[config.mk]
export PLATFORM = sky130hd
export DESIGN_NAME = fetch_decode_queue
export DESIGN_NICKNAME = d
export VERILOG_FILES = /design/src/rtl/fetch_decode_queue_pkg.sv /design/src/rtl/fetch_queue_ctrl.sv /design/src/rtl/fetch_decode_queue.sv
export SDC_FILE = /design/constraint.sdc
export NUM_CORES = 1
export LEC_CHECK = 0
export ABC_AREA = 0
export ABC_CLOCK_PERIOD_IN_PS = 5540
export CORE_ASPECT_RATIO = 0.7
export CORE_UTILIZATION = 30
export CTS_CLUSTER_SIZE = 25
export DETAILED_ROUTE_END_ITERATION = 8
export SETUP_SLACK_MARGIN = 0.02
export SLEW_MARGIN = 20
export SYNTH_ARGS = -nofsm -noshare
export SYNTH_HDL_FRONTEND = slang
export SYNTH_SLANG_ARGS = --single-unit
[constraint.sdc]
create_clock -name clock -period 5.54 [get_ports clock]
set_clock_uncertainty 0.1 [all_clocks]
set_input_delay 0.554 -clock clock [delete_from_list [all_inputs] [get_ports clock]]
set_output_delay 0.554 -clock clock [all_outputs]
set_load 0.02 [all_outputs]
[src/rtl/fetch_decode_queue_pkg.sv]
// rtl/fetch_decode_queue_pkg.sv - shared widths and entry types for the fetch/decode queue
package fetch_decode_queue_pkg;

  localparam int INSTR_WIDTH = 32;
  localparam int PC_WIDTH    = 32;

  typedef struct packed {
    logic                xcpt_itlb_miss;
    logic                xcpt_bus_error;
    logic [PC_WIDTH-1:0] addr;
  } fetch_xcpt_t;

  typedef struct packed {
    logic [INSTR_WIDTH-1:0] instr;
    logic [PC_WIDTH-1:0]    pc;
    fetch_xcpt_t            xcpt;
  } fetch_queue_entry_t;

endpackage

[src/rtl/fetch_queue_ctrl.sv]
// rtl/fetch_queue_ctrl.sv - read/write pointers, count and sticky overflow flag for the queue
module fetch_queue_ctrl #(
  parameter int DEPTH = 4
) (
  input  logic                       clock,
  input  logic                       reset,
  input  logic                       flush,
  input  logic                       push_req,
  input  logic                       ready,
  output logic                       wr_en,
  output logic [$clog2(DEPTH)-1:0]   wr_ptr,
  output logic [$clog2(DEPTH)-1:0]   rd_ptr,
  output logic [$clog2(DEPTH):0]     count,
  output logic                       valid,
  output logic                       full,
  output logic                       overflow_err
);

  localparam int CW = $clog2(DEPTH) + 1;

  logic push;
  logic pop;
  logic ovf_set;

  // Handshake decode; a pop from full frees the slot the same-cycle push lands in.
  always_comb begin
    push    = push_req & ~flush;
    valid   = (count != '0) & ~flush;
    pop     = valid & ready;
    full    = (count == CW'(DEPTH));
    wr_en   = push & (~full | pop);
    ovf_set = push & full & ~pop;
  end

  // Pointers and count; flush clears them, DEPTH is a power of two so pointers wrap naturally.
  always_ff @(posedge clock or negedge reset) begin
    if (!reset) begin
      wr_ptr <= '0;
      rd_ptr <= '0;
      count  <= '0;
    end else if (flush) begin
      wr_ptr <= '0;
      rd_ptr <= '0;
      count  <= '0;
    end else begin
      if (wr_en) wr_ptr <= wr_ptr + 1'b1;
      if (pop)   rd_ptr <= rd_ptr + 1'b1;
      count <= count + CW'(wr_en) - CW'(pop);
    end
  end

  // Overflow is sticky until reset so a fetch protocol violation is never lost.
  always_ff @(posedge clock or negedge reset) begin
    if (!reset)       overflow_err <= 1'b0;
    else if (ovf_set) overflow_err <= 1'b1;
  end

endmodule

[src/rtl/fetch_decode_queue.sv]
// rtl/fetch_decode_queue.sv - in-order instruction queue between fetch and decode
module fetch_decode_queue
  import fetch_decode_queue_pkg::*;
#(
  parameter int DEPTH = 4
) (
  input  logic                     clock,
  input  logic                     reset,
  input  logic                     flush,
  input  logic                     fetch_instr_valid,
  input  logic [INSTR_WIDTH-1:0]   fetch_instr_data,
  input  logic [PC_WIDTH-1:0]      fetch_instr_pc,
  input  fetch_xcpt_t              fetch_xcpt,
  output logic                     stall_fetch,
  output logic                     decode_instr_valid,
  output logic [INSTR_WIDTH-1:0]   decode_instr_data,
  output logic [PC_WIDTH-1:0]      decode_instr_pc,
  output fetch_xcpt_t              decode_xcpt,
  input  logic                     decode_ready,
  output logic [$clog2(DEPTH):0]   occupancy,
  output logic                     overflow_err
);

  localparam int PW = $clog2(DEPTH);

  fetch_queue_entry_t mem [DEPTH];
  fetch_queue_entry_t head;
  logic               wr_en;
  logic [PW-1:0]      wr_ptr;
  logic [PW-1:0]      rd_ptr;
  logic               full;

  fetch_queue_ctrl #(.DEPTH(DEPTH)) u_ctrl (
    .clock        (clock),
    .reset        (reset),
    .flush        (flush),
    .push_req     (fetch_instr_valid),
    .ready        (decode_ready),
    .wr_en        (wr_en),
    .wr_ptr       (wr_ptr),
    .rd_ptr       (rd_ptr),
    .count        (occupancy),
    .valid        (decode_instr_valid),
    .full         (full),
    .overflow_err (overflow_err)
  );

  // Entry storage is intentionally not reset; validity comes only from the count.
  always_ff @(posedge clock) begin
    if (wr_en) begin
      mem[wr_ptr] <= '{instr: fetch_instr_data, pc: fetch_instr_pc, xcpt: fetch_xcpt};
    end
  end

  // Head slot drives decode directly; stall is from registered count only.
  always_comb begin
    head              = mem[rd_ptr];
    decode_instr_data = head.instr;
    decode_instr_pc   = head.pc;
    decode_xcpt       = head.xcpt;
    stall_fetch       = full;
  end

endmodule

==> summary.txt <==
status = finished, final reports clean
kind of critical path = register to primary output
Seq. cell area = 0.0120 sq mm
initial antenna violation count = 4
post-CTS sizing = 0
first-pass GRT wire length = 45.1 mm
P_leak = 5.79 nW
Final Non-Filler Cells = 1482
crit-path max FO = 37
drt wl/cell = 20.3 microns
DRT Pass-1 Iters = 4
share of cells above drive strength 1 = 0.210
dpl cells = 1409
unrepaired setup endpoints after global routing = no
drt first-iter violations = 456
Final setup viols = 0
reg-to-reg slack, setup = 2.70 ns
worst endpoint required time = 4.89 ns
root buffer cell = clkbuf_16
Setup TNS = 0 ns
Starting Density = 0.305
Layout fillers = 4265
Multi-input gate area = 0.00251 sq mm
CTS tree = done
Final min period = 3.85 ns
IO Pins = 207
drt via density = 4.45
Max transition margin = 0.282
Startpoint Class = register
H-Tree Depth = 2
die width = 266 microns
Clk Latency, worst-skew pair = 0.52 ns
Setup crit end kind = primary output
largest net degree at the start of global routing = 64
Row Count = 67
Final period util = 0.695
Final nets = 904
Hold Vio Cnt, Final = 0
register area share after synthesis = 0.818
input/output buffers = 206
RR Startpoint = u_ctrl.count[1]
syn_area_per_cell = 26.0 sq um
Longest Clk Path Bufs = 3
CP cell instances = buf_4, mux4_2, clkdlybuf4s50_1
Reg power frac = 0.465
fin util = 0.390
Max stage delay on crit path = 0.95 ns
commonest non-fill, non-tap cell in the layout = edfxtp_1
cells after synthesis = 562
grt ovf = 0
Peak supply drop = 0.217 mV
Post-DRT Antenna Nets = 0
Slew Viols, Final = 0
switching pwr = 2.01 mW
worst min path class = primary input to async pin
Hold Buf Count CTS = 0
highest-count cells in the layout ignoring fill and taps = edfxtp_1, clkdlybuf4s50_1, mux4_2
detailed-route DRC error count = 0
Num CTS Buffers = 39
Power Dens Cells = 417 mW/mm^2
slowest CP cell = dfrtp_4
post-route cell area = 0.0187 sq mm
syn_nets = 671
FF+latch count, synth = 400
synthesized cell area = 0.0146 sq mm
maximum clock frequency = 0.260 GHz
via count = 6594
Worst-Margin Slew = 1.08 ns
routability congestion estimate = 0.710
Worst Path Arrival = 3.19 ns
Post-DP HPWL = 17.7 mm
Worst Setup SP = u_ctrl.rd_ptr[0]
gr usage total = 0.121
die height = 187 microns
Hold Worst Slack = 0.230 ns
clock sinks = 400
Yosys warnings = 0
Yosys cell types = 28
Comb pwr share = 0.212
clock power share = 0.324
setup bufs post-CTS = 0
Sw Ratio = 0.258
Max Cap Viol = 0
vias in the first global route = 6958
die area = 0.0497 sq mm
core box area = 0.0480 sq mm
Internal = 5.79 mW
Post-DP Area = 0.0175 sq mm
clock-pin transition on the worst setup and hold timing paths = 0.06 ns
Area Overhead vs Synth = 27.9%
final WL = 30.1 mm
-- worst max-delay path, delay by kind of cell (launching register included) --
kind	cells	cell delay [ns]
buffers and inverters	2	1.07
multiplexers	1	0.61
flip-flops	1	0.95
-- logic make-up (layout without fill, tap and decap cells) --
logic type               count (synthesis)  count (layout)  synth area share
other                                    0               2                 0
buffers and inverters                   30             293            0.0114
XOR/XNOR                                 4               4           0.00239
multiplexers                           100             100             0.152
AO/OA/AOI/OAI                            5               5           0.00410
adder cells (fa/ha/maj)                  6               6           0.00564
flip-flops                             400             400             0.818
AND/OR/NAND/NOR                         17              17           0.00624
-- power groups by stage --
stage	sequential [mW]	clock (mW)	combinational, mW
after detailed placement	3.70	0	1.68
after floorplan	3.61	0	1.01
after global placement	3.70	0	1.68
after CTS	3.64	2.60	1.69
final	3.63	2.53	1.65
after global routing	3.66	2.71	1.75
-- area by class of cell --
type / instances / area share
sequential: 400 / 0.640
multi-input combinational: 132 / 0.134
timing repair buffer: 215 / 0.116
clock buffer: 45 / 0.0556
tap: 655 / 0.0438
clock inverter: 26 / 0.00909
inverter: 7 / 0.00140
antenna: 2 / 0.000267
-- layer usage --
metal,up-vias,share of wire,GRT usage
met3,45,0.077,0.0394
met5,-,0.00076,0
met2,215,0.45,0.178
li1,2877,-,-
met4,4,0.017,0.0287
met1,3453,0.46,0.175
-- final timing paths --
path	end	cells after the start
min in group clock	u_ctrl.overflow_err	2
setup / recovery	decode_xcpt[22]	3
hold / removal	u_ctrl.overflow_err	1
setup reg to reg	mem[2][66]	4
hold reg to reg	u_ctrl.overflow_err	2
max in group asynchronous	u_ctrl.rd_ptr[1]	1
-- per-stage QoR --
step	worst slack [ns]	power (mW)
finish	1.69	7.81
floorplan	2.62	4.62
CTS	1.56	7.93
global route	1.47	8.11
detailed placement	2.02	5.39
global placement	2.10	5.38
-- state kept, by name (all words and copies together) (netlist names) --
register / flops
mem: 392
u_ctrl.count: 3
u_ctrl.overflow_err: 1
u_ctrl.rd_ptr: 2
u_ctrl.wr_ptr: 2
-- cells in the mapped netlist --
| master | instances | area (sq um) |
|---|---|---|
| a21o_2 | 1 | 8.76 |
| a311oi_4 | 1 | 26.3 |
| and2_2 | 4 | 30.0 |
| buf_1 | 2 | 7.51 |
| buf_2 | 4 | 20.0 |
| buf_4 | 11 | 82.6 |
| buf_6 | 1 | 11.3 |
| clkbuf_1 | 5 | 18.8 |
| dfrtp_1 | 8 | 200 |
| edfxtp_1 | 392 | 11800 |
| fa_1 | 1 | 20.0 |
| ha_1 | 5 | 62.6 |
| inv_1 | 7 | 26.3 |
| mux2_4 | 1 | 15.0 |
| mux2i_1 | 1 | 10.0 |
| mux4_2 | 98 | 2210 |
| nand2_1 | 1 | 3.75 |
| nand2b_1 | 1 | 6.26 |
| nor2_1 | 6 | 22.5 |
| nor2_2 | 1 | 6.26 |
| nor2b_1 | 1 | 6.26 |
| nor3_1 | 2 | 10.0 |
| o311ai_0 | 1 | 8.76 |
| o31ai_1 | 1 | 7.51 |
| o41ai_1 | 1 | 8.76 |
| or2_2 | 1 | 6.26 |
| xnor2_1 | 1 | 8.76 |
| xor2_1 | 3 | 26.3 |
No activity file was read; power rests on OpenSTA's default activity.
